File: src/rtl/pipe_register_pkg.sv
// Core constants shared by the pipeline register and its stages.
package pipe_register_pkg;

  // Default pipeline depth for datapath-to-datapath hand-offs.
  localparam int PIPE_DEFAULT_STAGES = 2;

  // Total number of payload slots a pipeline can hold (main plus optional skid).
  function automatic int pipe_capacity(input int stages, input int skid);
    return stages * (1 + skid);
  endfunction

endpackage

File: src/rtl/pipe_stage.sv
// One elastic pipeline stage: a main entry, plus an optional skid entry that
// lets the upstream ready be a register instead of a combinational chain.
module pipe_stage #(
  parameter int DATA_WIDTH = 64,
  parameter int SKID       = 0
) (
  input  logic                  clk,
  input  logic                  rstn,
  input  logic                  flush,
  input  logic                  in_valid,
  output logic                  in_ready,
  input  logic [DATA_WIDTH-1:0] in_data,
  output logic                  out_valid,
  input  logic                  out_ready,
  output logic [DATA_WIDTH-1:0] out_data
);

  logic                  valid_reg;
  logic [DATA_WIDTH-1:0] data_reg;

  assign out_valid = valid_reg;
  assign out_data  = data_reg;

  generate
    if (SKID == 0) begin : g_plain
      // An empty stage, or one whose entry leaves this cycle, can take a beat.
      assign in_ready = !valid_reg || out_ready;

      // Main entry: load on accept, clear when the entry leaves, drop all on flush.
      always_ff @(posedge clk) begin
        if (!rstn) begin
          valid_reg <= 1'b0;
          data_reg  <= '0;
        end else if (flush) begin
          valid_reg <= 1'b0;
        end else if (in_valid && in_ready) begin
          valid_reg <= 1'b1;
          data_reg  <= in_data;
        end else if (out_ready) begin
          valid_reg <= 1'b0;
        end
      end
    end else begin : g_skid
      logic                  skid_valid_reg;
      logic [DATA_WIDTH-1:0] skid_data_reg;
      logic                  in_fire;
      logic                  main_free;

      // Ready depends only on local state, so no ready path crosses the stage.
      assign in_ready  = !skid_valid_reg;
      assign in_fire   = in_valid && !skid_valid_reg;
      assign main_free = !valid_reg || out_ready;

      // Skid drains into main before any new beat, keeping beats in order.
      always_ff @(posedge clk) begin
        if (!rstn) begin
          valid_reg      <= 1'b0;
          data_reg       <= '0;
          skid_valid_reg <= 1'b0;
          skid_data_reg  <= '0;
        end else if (flush) begin
          valid_reg      <= 1'b0;
          skid_valid_reg <= 1'b0;
        end else if (main_free) begin
          if (skid_valid_reg) begin
            valid_reg      <= 1'b1;
            data_reg       <= skid_data_reg;
            skid_valid_reg <= 1'b0;
          end else if (in_fire) begin
            valid_reg <= 1'b1;
            data_reg  <= in_data;
          end else begin
            valid_reg <= 1'b0;
          end
        end else if (in_fire) begin
          skid_valid_reg <= 1'b1;
          skid_data_reg  <= in_data;
        end
      end
    end
  endgenerate

endmodule

File: src/rtl/pipe_register.sv
// STAGES-deep elastic pipeline register with valid/ready handshake,
// synchronous flush and an occupancy count of held entries.
module pipe_register
  import pipe_register_pkg::*;
#(
  parameter  int DATA_WIDTH = 64,
  parameter  int STAGES     = PIPE_DEFAULT_STAGES,
  parameter  int SKID       = 0,
  localparam int CNT_W      = $clog2(pipe_capacity(STAGES, SKID) + 1)
) (
  input  logic                  clk,
  input  logic                  rstn,
  input  logic                  i_flush,
  input  logic                  i_valid,
  output logic                  o_ready,
  input  logic [DATA_WIDTH-1:0] i_data,
  output logic                  o_valid,
  input  logic                  i_ready,
  output logic [DATA_WIDTH-1:0] o_data,
  output logic [CNT_W-1:0]      o_count
);

  // Handshake chain: index k is the input side of stage k, index STAGES the output.
  logic                  valid_chain [0:STAGES];
  logic                  ready_chain [0:STAGES];
  logic [DATA_WIDTH-1:0] data_chain  [0:STAGES];

  logic             in_acc;
  logic             out_acc;
  logic [CNT_W-1:0] count_reg;
  logic [CNT_W-1:0] count_next;

  assign valid_chain[0]      = i_valid;
  assign data_chain[0]       = i_data;
  assign ready_chain[STAGES] = i_ready;

  generate
    for (genvar gi = 0; gi < STAGES; gi++) begin : g_stage
      pipe_stage #(
        .DATA_WIDTH(DATA_WIDTH),
        .SKID      (SKID)
      ) u_stage (
        .clk      (clk),
        .rstn     (rstn),
        .flush    (i_flush),
        .in_valid (valid_chain[gi]),
        .in_ready (ready_chain[gi]),
        .in_data  (data_chain[gi]),
        .out_valid(valid_chain[gi+1]),
        .out_ready(ready_chain[gi+1]),
        .out_data (data_chain[gi+1])
      );
    end
  endgenerate

  // A flush cycle never accepts, so the dropped beat is not counted either.
  assign o_ready = ready_chain[0] && !i_flush;
  assign o_valid = valid_chain[STAGES];
  assign o_data  = data_chain[STAGES];
  assign o_count = count_reg;

  assign in_acc  = i_valid && o_ready;
  assign out_acc = o_valid && i_ready;

  // Occupancy update: flush empties, otherwise net of accept-in and accept-out.
  always_comb begin
    count_next = count_reg;
    if (i_flush) begin
      count_next = '0;
    end else if (in_acc && !out_acc) begin
      count_next = count_reg + CNT_W'(1);
    end else if (out_acc && !in_acc) begin
      count_next = count_reg - CNT_W'(1);
    end
  end

  // Occupancy register.
  always_ff @(posedge clk) begin
    if (!rstn) begin
      count_reg <= '0;
    end else begin
      count_reg <= count_next;
    end
  end

endmodule

File: config.mk
export PLATFORM = sky130hd
export DESIGN_NAME = pipe_register
export DESIGN_NICKNAME = d
export VERILOG_FILES = /design/src/rtl/pipe_register_pkg.sv /design/src/rtl/pipe_stage.sv /design/src/rtl/pipe_register.sv
export SDC_FILE = /design/constraint.sdc
export NUM_CORES = 1
export LEC_CHECK = 0
export ABC_AREA = 1
export CORE_UTILIZATION = 28
export DETAILED_ROUTE_END_ITERATION = 7
export GPL_ROUTABILITY_DRIVEN = 1
export SLEW_MARGIN = 20
export SYNTH_ARGS = -nofsm -noshare
export SYNTH_HDL_FRONTEND = slang
export SYNTH_SLANG_ARGS = --single-unit
File: constraint.sdc
create_clock -name clk -period 4.31 [get_ports clk]
set_input_delay 0.6465 -clock clk [delete_from_list [all_inputs] [get_ports clk]]
set_output_delay 0.6465 -clock clk [all_outputs]
set_load 0.005 [all_outputs]
# Word level (Yosys, flattened, before mapping)
# Cells that the tools add are included.
# op_classes
eq_ne,0
n_mul,0
addsub,2
n_reduce_logical,20
div,0
shift,0
bitwise_logic,2
n_mux,6
n_lt_le_gt_ge,0
# ops
operator,count
$logic_and 1x1->1,7
$reduce_bool 2->1,3
$logic_not 1->1,5
$mux 1,4
$mux 2,2
$reduce_and 2->1,2
$add 2x1->2 const B,1
$logic_or 1x1->1,2
$not 1->1,2
$reduce_or 2->1,1
$sub 2x1->2 const B,1
# word_totals
n_memories,0
ramBits,0
rom_bits,0
wordCells,35
in_bits,69
register_bits,132
latch_bits,0

# Logic depth before layout (Yosys ltp)
# Gate-level depths: netlist of run 1.
# logic_depth
word_depth,9
mapped_depth,13
mapped_depth_nobuf,11

# Cells and area by module
# A second synthesis of run 1 with hierarchy kept.
# hier_totals
cells_unflattened,878
area_unflattened_um2,5970.7
# modules_own_cells
module,area_each_um2,n_inst,cells_per_inst
pipe_stage,2914.0,2,427
pipe_register,142.6,1,24

# Worst setup path after synthesis of run 1
# Ideal clock, no wire load.
# synth_path
path_kind,input port to flip-flop
startpoint,in i_ready
endpoint,"reg count_reg[1], in the netlist o_count[1]"
t_arrival_ps,1763
path_stages,11
path_slack_ps,2435
n_path_buf,2
cell_sequence,inv_1 > nand3_2 > nand3_1 > buf_4 > buf_6 > inv_1 > ha_1 > inv_1 > nand3_1 > nor2_1 > nor2_1
# synth_between
elab_chain_cells,7
# synth_rtl
element,line,text
start: declaration,pipe_register.sv:18,"input logic i_ready,"
$logic_or 1x1->1 (2 in a row),pipe_stage.sv:27,assign in_ready = !valid_reg || out_ready;
$logic_and 1x1->1,pipe_register.sv:57,assign o_ready = ready_chain[0] && !i_flush;
$logic_and 1x1->1,pipe_register.sv:62,assign in_acc = i_valid && o_ready;
$logic_not 1->1,pipe_register.sv:72,end else if (out_acc && !in_acc) begin
$logic_and 1x1->1,pipe_register.sv:72,
$reduce_bool 2->1 (no line),--,
end signal: assignment,pipe_register.sv:82,count_reg <= count_next;
end: declaration,pipe_register.sv:30,logic [CNT_W-1:0] count_reg;
# Several ways; a longest one is shown, not always the timed one.
# A chain may end at the register's enable or synchronous reset.

# Worst setup path in the final report of run 1
# layout_path
startpoint,in i_ready
endpoint,out o_ready
# layout_between
elab_chain_cells,3
# layout_rtl
element,line,text
$logic_or 1x1->1 (2 in a row),pipe_stage.sv:27,
$logic_and 1x1->1,pipe_register.sv:57,
end: declaration,pipe_register.sv:15,"output logic o_ready,"
# Every way passes these cells.

==> results of run 1 <==
-- worst max path at each step --
stage | to | slack, ps | cells after the start | from
3_5_place_dp | g_stage[0].u_stage.out_data[60] | 1110 | 8 | i_ready
2_1_floorplan | o_count[1] | 2430 | 11 | i_ready
4_1_cts | o_ready | 1220 | 6 | i_ready
6_report | o_ready | 1280 | 6 | i_ready
3_3_place_gp | g_stage[0].u_stage.out_data[60] | 1170 | 8 | i_ready
5_1_grt | o_ready | 1090 | 6 | i_ready
-- layout make-up --
type                       count  area, sq um  area share, %
clock inverter                11          151           1.91
timing repair buffer         144         1410           17.8
multi-input combinational    468         2120           26.8
clock buffer                  21          470           5.95
tap                          280          350           4.43
sequential                   132         2640           33.4
inverter                     204          768           9.71
-- metrics by stage --
stage                     hold WS [ps]  setup WS [ps]
after CTS                          461           1220
final                              458           1280
after detailed placement           454           1110
after global placement             451           1170
after global routing               477           1090
after floorplan                    440           2430
-- cell usage after synthesis (all sizes together) --
cell    number
inv        204
nand2      201
dfxtp      132
buf        111
a21oi       67
nand3       67
nor2        67
nand4       64
clkbuf      14
ha           1
o21ai        1
-- cell families after synthesis --
kind of cell    count (synthesis)  synth area share [%]
flops                         132                  41.5
compound gates                 68                  5.35
buf+inv                       329                  25.4
simple gates                  399                  27.5
fa+ha+maj                       1                 0.197
-- worst max-delay path: cells and delay by family --
family / cells / cell delay (ps)
and+or+nand+nor: 2 / 680
buffers and inverters: 4 / 1060
-- routing by layer --
metal / share of wire (%) / vias to the layer above / wire length [microns]
met4: 1.3 / 0 / 208
met2: 46 / 107 / 7230
li1: - / 2824 / -
met1: 48 / 2369 / 7590
met5: 0 / - / 0
met3: 5.2 / 16 / 817
-- power groups by stage --
| stage | clock network, mW | logic (mW) | registers (mW) |
|---|---|---|---|
| final | 1.51 | 0.285 | 1.29 |
| after global routing | 1.61 | 0.330 | 1.30 |
| after CTS | 1.55 | 0.291 | 1.29 |
| after detailed placement | 0 | 0.289 | 1.32 |
| after global placement | 0 | 0.285 | 1.32 |
| after floorplan | 0 | 0.188 | 1.31 |
-- registers in the layout, indices dropped and copies added (netlist names) --
signal                     cells
g_stage.u_stage.out_valid      2
o_count                        2
g_stage.u_stage.out_data     128
==> results.toml, run 1 <==
[timing]
fin_skew_ps = 6.64
finalSetupViolations = 0
worstMarginPinSlew_ps = 766
min_period_over_period_pct = 70.4
rsz0062_at_grt = "no"
clock.fmax_mhz = 330
final.min_clock_period_ps = 3030
drv_slew = 0
finalHoldViolations = 0
setup_tns_ps = 0
max_slew_margin_pct = 48.8

[cts]
clkTransAtPathRegs_ps = 60
cts_resized = 0
htree_levels = 4
cts_sinks = 132
hold_buffers = 0
clockBufferDepth = 2
clk_latency_ps = 420
cts_buffers = 17
cts-root-buf = "clkbuf_16"
post_cts_buffers = 0
cts_tree = "done"

[worst_setup_path]
critPathKind = "in -> out"
worstSetupEndpointType = "primary output"
cp_slowest_cell = "nand3_2"
critPathRequiredTime_ps = 3660
crit_arrival_ps = 2390
path_cells = "clkdlybuf4s50_1, inv_1, nand3_2, nand2_1, inv_1, clkdlybuf4s50_1"
regToRegSetupSlack_ps = 1930
timing.rr.end = "g_stage[0].u_stage.out_data[60]"
reg2reg_depth = 6
critical_path_peak_fanout = 27
slowest_delay_ps = 460
cp-start-kind = "input pin"
worstReg2RegStart = "g_stage[1].u_stage.out_valid"

[place]
place_congestion = 0.711
port_buffers = 136
dpl_cell_area_sq_um = 7290
dp_hpwl_microns = 10100
dp.cells = 1228

[floorplanning]
die_area_sq_um = 23300
die_w_microns = 153
core-area_sq_um = 22000
io_pins = 137
initial_utilization_pct = 28.9
rows = 54
die_y_microns = 153

[synth]
synth_area_leaders = "dfxtp_1 (42%), nand2_1 (12%), inv_1 (11%), buf_4 (8.4%), nand4_1 (6.3%)"
ys_ff_latch = 132
synth_cell_types = 18
synthCells = 929
synth_top_area_share_pct = 41.5
synthesis.area_sq_um = 6370
synth.largest_area_cell = "dfxtp_1"
synth_nets = 999
yosysSeqAreaShare_pct = 41.5
yosysWarnings = 0
avgSynthCellArea_sq_um = 6.85

[power]
p_int_mw = 2.36
finalPower_mw = 3.09
power.leakage_nw = 3.57
p_switching_uw = 735
powerDensity_nw_per_um2 = 391
p_seq_share_pct = 41.8
clkPwrFrac_pct = 48.9
sw_frac_of_total_pct = 23.8
vdd_ir_drop_max_v = 0.000194
combPwrFrac_pct = 9.2

[routing]
wl_per_cell_microns = 12.6
via_per_inst = 4.22
detail-route-antenna-nets = 0
drt_pre_antenna_iters = 6
drt_iter0_drc = 215
drc_errors = 12
vias = 5316
wl_microns = 15800

[cells_and_area]
nFillCells = 2371
layout_commonest_cell = "nand2_1"
nets = 1037
final_cell_mix = "nand2_1 (199), inv_1 (193), clkdlybuf4s50_1 (134), dfxtp_1 (132), a21oi_1 (67)"
area_growth_pct = 24.3
final_cell_area_sq_um = 7910
drive_gt1_share_pct = 5.82
diodes = 0
final_cells = 1260
postLayoutCoreUtil_pct = 35.9

[global_routing]
grt_pass1_wl_microns = 26800
grt_use_met1_pct = 18.5
grt_start_max_net_pins = 66
grt.met3_usage_pct = 3.73
met2_usage_pct = 23.4
grt_usage_pct = 14.4
grt_pass1_vias = 5286
grt_antenna_before_repair = 0
top_usage_layer = "met2"
grt_overflow = 0

[status]
status = "finished with violations"
violations = "DRC"

[min_path]
hold-path-cell-count = 2
hold_path_end = "g_stage[1].u_stage.out_data[8]"
min_from = "g_stage[1].u_stage.out_data[8]"
min_path_type = "reg -> reg"

[flow_run]
drv_cap = 0
Note: power is estimated with default switching activity, not from simulation.
==> run 2: changes to the inputs <==
==> constraint.sdc (replaced) <==
create_clock -name clk -period 2.7 [get_ports clk]
set_input_delay 0.405 -clock clk [delete_from_list [all_inputs] [get_ports clk]]
set_output_delay 0.405 -clock clk [all_outputs]
set_load 0.005 [all_outputs]
==> run 2 against run 1 <==
Compared with the run above: the run still ends with DRC left; power up 68%; sequential cell count unchanged; final cell count increased by 0.63%; sequential share of layout area down 0.67 points; critical path type unchanged; highest routed layer unchanged.
==> results.toml, run 2 (same netlist as run 1, synthesis figures left out) <==
[status]
status = "finished with violations"
violations = "DRC"

[timing]
rsz0062_at_grt = "no"
final.min_clock_period_ps = 2180
setup_ws_ps = 524
worstMarginPinSlew_ps = 531
finalSetupViolations = 0
fin_hold_ws_ps = 409
clock.fmax_mhz = 460
fin_skew_ps = 9.10
setup_tns_ps = 0
min_period_over_period_pct = 80.6
max_slew_margin_pct = 64.6
finalHoldViolations = 0
drv_slew = 0

[cells_and_area]
drive_gt1_share_pct = 6.68
area_growth_pct = 26.8
nFillCells = 2341
diodes = 0
seq_area_sq_um = 2640
multi_input_area_sq_um = 2120
final_cell_mix = "nand2_1 (199), inv_1 (193), clkdlybuf4s50_1 (134), dfxtp_1 (132), a21oi_1 (67)"
nets = 1045
layout_commonest_cell = "nand2_1"
final_cell_area_sq_um = 8070
largest_reg_flops = 128

[worst_setup_path]
critPathRequiredTime_ps = 2300
worstReg2RegStart = "g_stage[1].u_stage.out_valid"
reg2reg_depth = 8
regToRegSetupSlack_ps = 1240
cp_slowest_cell = "clkdlybuf4s50_1"
cp-start-kind = "input pin"
worstSetupEndpointType = "primary output"
timing.rr.end = "o_count[1]"
critical_path_peak_fanout = 4
slowest_delay_ps = 530
critPathKind = "in -> out"
crit_arrival_ps = 1770
path_cells = "clkdlybuf4s50_1, inv_1, nand3_2, nand2_1, inv_1, clkdlybuf4s50_1"

[routing]
drt_iter0_drc = 227
vias = 5417
wl_per_cell_microns = 12.7
drc_errors = 10
wl_microns = 16100
drt_pre_antenna_iters = 8
via_per_inst = 4.27
detail-route-antenna-nets = 0

[power]
power.leakage_nw = 3.67
vdd_ir_drop_max_v = 0.000375
powerDensity_nw_per_um2 = 644
finalPower_mw = 5.20

[cts]
hold_buffers = 0
cts_buffers = 17
cts-root-buf = "clkbuf_16"
cts_tree = "done"
htree_levels = 4
clk_latency_ps = 430
cts_sinks = 132
clkTransAtPathRegs_ps = 60
cts_resized = 0
post_cts_buffers = 0
clockBufferDepth = 2

[global_routing]
grt_overflow = 0
grt_pass1_wl_microns = 26600
grt_pass1_vias = 5204
grt_antenna_before_repair = 0
grt_start_max_net_pins = 65
grt_usage_pct = 14.4

[min_path]
hold_path_end = "g_stage[1].u_stage.out_data[35]"
hold-path-cell-count = 3
min_from = "rstn"
min_path_type = "in -> reg"

[flow_run]
drv_cap = 0

[floorplanning]
core-area_sq_um = 22000
io_pins = 137
die_w_microns = 153
die_area_sq_um = 23300
die_y_microns = 153
initial_utilization_pct = 28.9
rows = 54

[place]
dp_hpwl_microns = 10400
port_buffers = 136
dp_slack_ps = 521
place_congestion = 0.765
dpl_cell_area_sq_um = 7400
==> run 2: changes by cell type in the layout (fill, tap and decap cells not counted), sizes merged <==
cell / change
clkbuf: -4
bufinv: +3
inv: +4
clkinvlp: -3
buf: +8
==> run 2: final cells by class <==
| class | count | area share, % |
|---|---|---|
| Multi-Input combinational cell | 468 | 26.2 |
| Tap cell | 280 | 4.34 |
| Clock buffer | 17 | 5.27 |
| Sequential cell | 132 | 32.7 |
| Inverter | 204 | 9.49 |
| Timing Repair Buffer | 152 | 18.8 |
| Clock inverter | 15 | 3.10 |
==> run 2: report_power, final <==
| group | leakage (nW) | switching, mW | internal [mW] |
|---|---|---|---|
| Sequential | 1.08 | 0.0375 | 2.03 |
| Combinational | 2.27 | 0.251 | 0.216 |
| Clock | 0.329 | 0.926 | 1.74 |
| Total | 3.67 | 1.21 | 3.98 |
==> run 2: worst max-delay path by stage <==
stage                       start          to  slack (ps)  cells past startpoint
after floorplan           i_ready  o_count[1]        1070                     11
after global placement    i_ready     o_ready         500                      6
after detailed placement  i_ready     o_ready         520                      6
after CTS                 i_ready     o_ready         510                      6
after global routing      i_ready     o_ready         450                      6
final                     i_ready     o_ready         520                      6
==> run 2: critical path: cells and delay by family <==
kind | cells | cell delay (ps)
AND/OR/NAND/NOR | 2 | 170
buffers and inverters | 4 | 1190
==> run 2: stage by stage <==
stage,cells,utilization [%]
floorplan,929,-
global placement,1236,33.6
detailed placement,1236,33.6
CTS,1268,36.7
global route,1268,36.7
finish,1268,36.7
==> run 2: routing by layer <==
metal / track usage [%] / up-vias / share of wire (%)
li1: - / 2849 / -
met1: 17.6 / 2430 / 47
met2: 24.2 / 118 / 46
met3: 3.81 / 20 / 5.4
met4: 5.68 / 0 / 1.8
met5: 0 / - / 0
==> patch 1: new RTL, settings of run 2 <==
`DATA_WIDTH` is set to 64 in 2 places; all go to 128.
--- a/src/rtl/pipe_stage.sv
+++ b/src/rtl/pipe_stage.sv
@@ -1,7 +1,7 @@
 // One elastic pipeline stage: a main entry, plus an optional skid entry that
 // lets the upstream ready be a register instead of a combinational chain.
 module pipe_stage #(
-  parameter int DATA_WIDTH = 64,
+  parameter int DATA_WIDTH = 128,
   parameter int SKID       = 0
 ) (
   input  logic                  clk,
--- a/src/rtl/pipe_register.sv
+++ b/src/rtl/pipe_register.sv
@@ -3,7 +3,7 @@
 module pipe_register
   import pipe_register_pkg::*;
 #(
-  parameter  int DATA_WIDTH = 64,
+  parameter  int DATA_WIDTH = 128,
   parameter  int STAGES     = PIPE_DEFAULT_STAGES,
   parameter  int SKID       = 0,
   localparam int CNT_W      = $clog2(pipe_capacity(STAGES, SKID) + 1)
Interface: changed (resized i_data and o_data); port bits go from 137 to 265. No check against the original RTL was run, so the function may have changed too.
==> patch 1 against run 2 <==
Utilization decreased by 1.1 points; worst setup slack got worse by 0.098 ns; critical endpoint unchanged; critical path depth decreased by 1; clock power increased by 52%; sequential cell count increased by 128; highest routed layer is now met5; largest power group is now sequential cells; final area increased by 91%; power increased by 74%; wire length increased by 120%; synthesized area increased by 94%.
==> patch 1: results (changes against run 2) <==
metric,value,unit,change
placedCellCount,2439,,was 1236
slew_headroom,34.2,%,was 64.6%
vias_per_cell,4.33,,was 4.27
post_cts_buffers,0,,unchanged
largest_reg_flops,256,,was 128
critPathMaxFanout,25,,was 4
p_leak,6.96,nW,was 3.67 nW
final_nets,2021,,was 1045
numCtsBuffers,31,,was 17
async_reset_ff_share,0,%,unchanged
intPower,6.81,mW,was 3.98 mW
h-tree-depth,1,,was 4
hpwl,21.6,mm,was 10.4 mm
clkTransAtPathRegs,0.06,ns,about the same
track_usage,15.2,%,was 14.4%
synth-adder-area-share,0.101,%,was 0.197%
grt_pass1_wl,55.4,mm,was 26.6 mm
clockBufferDepth,3,,was 2
grt_max_degree,130,,was 65
seq_area_frac_synth,42.1,%,was 41.5%
outcome,"complete, no violations",,was finished with violations
worstPathArrival,1.87,ns,was 1.77 ns
drt-met1-wl,16.3,mm,was 7.59 mm
port_buffers,264,,was 136
clock-root-buffer,clkbuf_16,,unchanged
yosys-top-cells-area,"dfxtp_1, inv_1, nand2_1",,"was dfxtp_1, nand2_1, inv_1"
drt-initial-drc-count,652,,was 227
synthXorXnorAreaFrac,0,%,unchanged
synth.distinct_cells,16,,was 18
finalWirelength,34.8,mm,was 16.1 mm
synthMuxAreaShare,0,%,unchanged
yosysWarningCount,0,,unchanged
route.met3.wl,1.57,mm,was 872 um
r2r_slack,0.87,ns,was 1.24 ns
grt_pass1_vias,10300,,was 5204
layout-drive-gt1-share,3.82,%,was 6.68%
synth_compound_gate_area_share,5.34,%,was 5.35%
hold_ws,0.400,ns,was 0.409 ns
syn_inst,1826,,was 929
antenna_found_initial,3,,was 0
post_cts_resize_count,0,,unchanged
num_vias,10800,,was 5417
yosys-top-cells-count,"inv_1, nand2_1, dfxtp_1",,"was nand2_1, inv_1, dfxtp_1"
ir_drop,353,uV,was 375 uV
fillers,4613,,was 2341
synth-main-ff-cell,dfxtp_1,,unchanged
gp_congestion,0.764,,was 0.765
routed.top_layer,met5,,was met4
drt_pass1_iterations,5,,was 8
insertion_delay,0.56,ns,was 0.43 ns
wl_met2,16.1,mm,was 7.33 mm
clock_skew,0.00788,ns,was 0.00910 ns
## patch 1: final cells by class
type | instances | share of cell area (%)
Multi-Input combinational cell | 916 | 26.9
Sequential cell | 260 | 33.7
Clock inverter | 11 | 0.762
Tap cell | 585 | 4.74
Clock buffer | 44 | 5.60
Timing Repair Buffer | 282 | 18.6
Antenna cell | 2 | 0.0324
Inverter | 396 | 9.66
## patch 1: power groups by stage
stage | clock [mW] | combinational (mW) | sequential, mW
4_1_cts | 4.23 | 0.923 | 4.07
6_report | 4.07 | 0.913 | 4.07
5_1_grt | 4.36 | 1.04 | 4.08
3_5_place_dp | 0 | 0.916 | 4.15
2_1_floorplan | 0 | 0.566 | 4.13
3_3_place_gp | 0 | 0.905 | 4.15
## patch 1: kinds of logic (layout without fill, tap and decap cells)
group                    count (synthesis)  in the layout
flip-flops                             260            260
other                                    0              2
AND/OR/NAND/NOR                        783            783
buffers and inverters                  650            733
adder cells (fa/ha/maj)                  1              1
AO/OA/AOI/OAI                          132            132
## patch 1: per-stage QoR
| step | util [%] | setup WS [ns] | cell area [um2] |
|---|---|---|---|
| 2_1_floorplan | - | 1.00 | 12400 |
| 3_3_place_gp | 33.3 | 0.364 | 14400 |
| 3_5_place_dp | 33.3 | 0.349 | 14400 |
| 4_1_cts | 35.6 | 0.407 | 15400 |
| 5_1_grt | 35.6 | 0.329 | 15400 |
| 6_report | 35.6 | 0.427 | 15400 |
## patch 1: per-layer routing
metal | vias up | GRT usage [%]
li1 | 5538 | -
met1 | 4975 | 20.1
met2 | 241 | 25.0
met3 | 56 | 2.38
met4 | 2 | 5.61
met5 | - | 0
## patch 1: critical path, stage by stage
cell and delay [ns]:
clkdlybuf4s50_1 0.50, inv_4 0.27, nand2_1 0.12, inv_1 0.07
clkdlybuf4s50_1 0.49
## patch 1: worst paths after layout
path / from / end / cells past startpoint
min reg2reg: g_stage[1].u_stage.out_data[22] / g_stage[1].u_stage.out_data[22] / 2
max: i_flush / o_ready / 5
min: rstn / g_stage[1].u_stage.out_data[105] / 3
max reg2reg: g_stage[1].u_stage.out_valid / g_stage[0].u_stage.out_data[44] / 5
==> patch 2: new RTL, settings of run 2 <==
Without the edit above. Reset style: asynchronous (`rstn`), changed in 3 clocked blocks.
--- a/src/rtl/pipe_stage.sv
+++ b/src/rtl/pipe_stage.sv
@@ -27,7 +27,7 @@
       assign in_ready = !valid_reg || out_ready;
 
       // Main entry: load on accept, clear when the entry leaves, drop all on flush.
-      always_ff @(posedge clk) begin
+      always_ff @(posedge clk or negedge rstn) begin
         if (!rstn) begin
           valid_reg <= 1'b0;
           data_reg  <= '0;
@@ -52,7 +52,7 @@
       assign main_free = !valid_reg || out_ready;
 
       // Skid drains into main before any new beat, keeping beats in order.
-      always_ff @(posedge clk) begin
+      always_ff @(posedge clk or negedge rstn) begin
         if (!rstn) begin
           valid_reg      <= 1'b0;
           data_reg       <= '0;
--- a/src/rtl/pipe_register.sv
+++ b/src/rtl/pipe_register.sv
@@ -75,7 +75,7 @@
   end
 
   // Occupancy register.
-  always_ff @(posedge clk) begin
+  always_ff @(posedge clk or negedge rstn) begin
     if (!rstn) begin
       count_reg <= '0;
     end else begin
Behaviour: differs if rstn is asserted again (counterexample within 4 cycles, from zero or initial values and one cycle with rstn low); with rstn held inactive, the same outputs for 4 cycles.
==> patch 2 against run 2 <==
Synthesized cell count decreased by 38%; critical path depth decreased by 1; final area decreased by 8.1%; worst setup slack improved by 0.096 ns; register-to-register slack got worse by 0.02 ns; wire length decreased by 32%; die area decreased by 9.1%; hold slack improved by 0.069 ns; sequential cell count unchanged; synthesized area decreased by 9.2%; sequential share of layout area increased by 12 points; largest cell class unchanged.
Power is not compared: it rests on default switching activity, and its combinational part moved more than twofold at a synthesized area within 25%.
==> patch 2: results (changes against run 2) <==
metric,value,unit,change
outcome,"complete, no violations",,was finished with violations
synth_compound_gate_area_share,14.7,%,was 5.35%
grt.met2_usage,16.7,%,was 24.2%
layout-drive-gt1-share,14.2,%,was 6.68%
insertion_delay,0.41,ns,was 0.43 ns
vias_per_cell,3.94,,was 4.27
min_path_type,flip-flop to flip-flop,,was input pin to flip-flop
postCtsHoldBufs,1,,was 0
wl_per_cell,11.9,um,was 12.7 um
yosys-top-cells-count,"nand2_1, dfrtp_1, inv_1",,"was nand2_1, inv_1, dfxtp_1"
r2r_slack,1.22,ns,was 1.24 ns
drc,0,,was 10
drt-initial-drc-count,136,,was 227
fillers,2037,,was 2341
wl_met2,5.01,mm,was 7.33 mm
track_usage,11.3,%,was 14.4%
drt_pass1_iterations,4,,was 8
r2r_end,g_stage[0].u_stage.out_data[9],,was o_count[1]
gp_congestion,0.681,,was 0.765
seq_area_frac_synth,57.1,%,was 41.5%
async_reset_ff_share,100,%,was 0%
drt-met1-wl,5.16,mm,was 7.59 mm
dpl_worst_slack,0.598,ns,was 0.521 ns
holdPathStages,2,,was 3
grtUsageMet1,14.6,%,was 17.6%
grt_max_degree,70,,was 65
tightest_slew,0.559,ns,was 0.531 ns
hold_ws,0.478,ns,was 0.409 ns
min_to,g_stage[1].u_stage.out_data[56],,was g_stage[1].u_stage.out_data[35]
worstPathArrival,1.67,ns,was 1.77 ns
met3_usage,4.39,%,was 3.81%
yosys-top-cells-area,"dfrtp_1, nand2_1, buf_4",,"was dfxtp_1, nand2_1, inv_1"
worst_r2r_path_depth,5,,was 8
critPathMaxFanout,6,,was 4
grt_pass1_vias,3569,,was 5204
final_cell_count_no_fill,927,,was 1268
synth-adder-area-share,0,%,was 0.197%
placedCellCount,894,,was 1236
==> patch 2: changes by cell type after synthesis, moves of 65 or more <==
cell,run 2,this run
nor2_1,66,0
a21oi_1,67,2
nand3_1,66,1
dfrtp_1,0,132
inv_1,194,69
dfxtp_1,132,0
==> patch 2: cell families after synthesis <==
family | Yosys count
buffers and inverters | 163
DFF | 132
AOI/OAI and AO/OA | 132
and+or+nand+nor | 146
xor gates and xnor gates | 1
==> patch 2: worst max-delay path: stages <==
cell and delay, ns:
clkdlybuf4s50_1 0.47, inv_2 0.16, nand2_1 0.07, inv_1 0.07, clkdlybuf4s50_1 0.49
==> patch 2: power breakdown <==
group          leakage, nW  internal (mW)  total, mW  switching, mW
combinational         1.41          0.629       1.07          0.445
sequential            1.65           2.31       2.47          0.153
clock                0.293           1.50       2.33          0.834
==> patch 2: worst max path at each step <==
stage,from,endpoint,slack [ns],depth (start not counted)
CTS,i_flush,o_ready,0.60,5
global route,i_flush,o_ready,0.55,5
floorplan,i_ready,g_stage[0].u_stage.out_data[10],1.52,8
finish,i_flush,o_ready,0.62,5
global placement,i_ready,o_ready,0.63,6
detailed placement,i_flush,o_ready,0.60,5
==> patch 2: final cells by class <==
| class | count | area [um2] | share of cell area, % |
|---|---|---|---|
| antenna | 1 | 2.50 | 0.0337 |
| clock buffer | 23 | 508 | 6.85 |
| clock inverter | 8 | 97.6 | 1.32 |
| inverter | 71 | 269 | 3.63 |
| multi-input combinational | 279 | 1440 | 19.3 |
| sequential | 132 | 3300 | 44.5 |
| tap | 270 | 338 | 4.55 |
| timing repair buffer | 143 | 1470 | 19.8 |
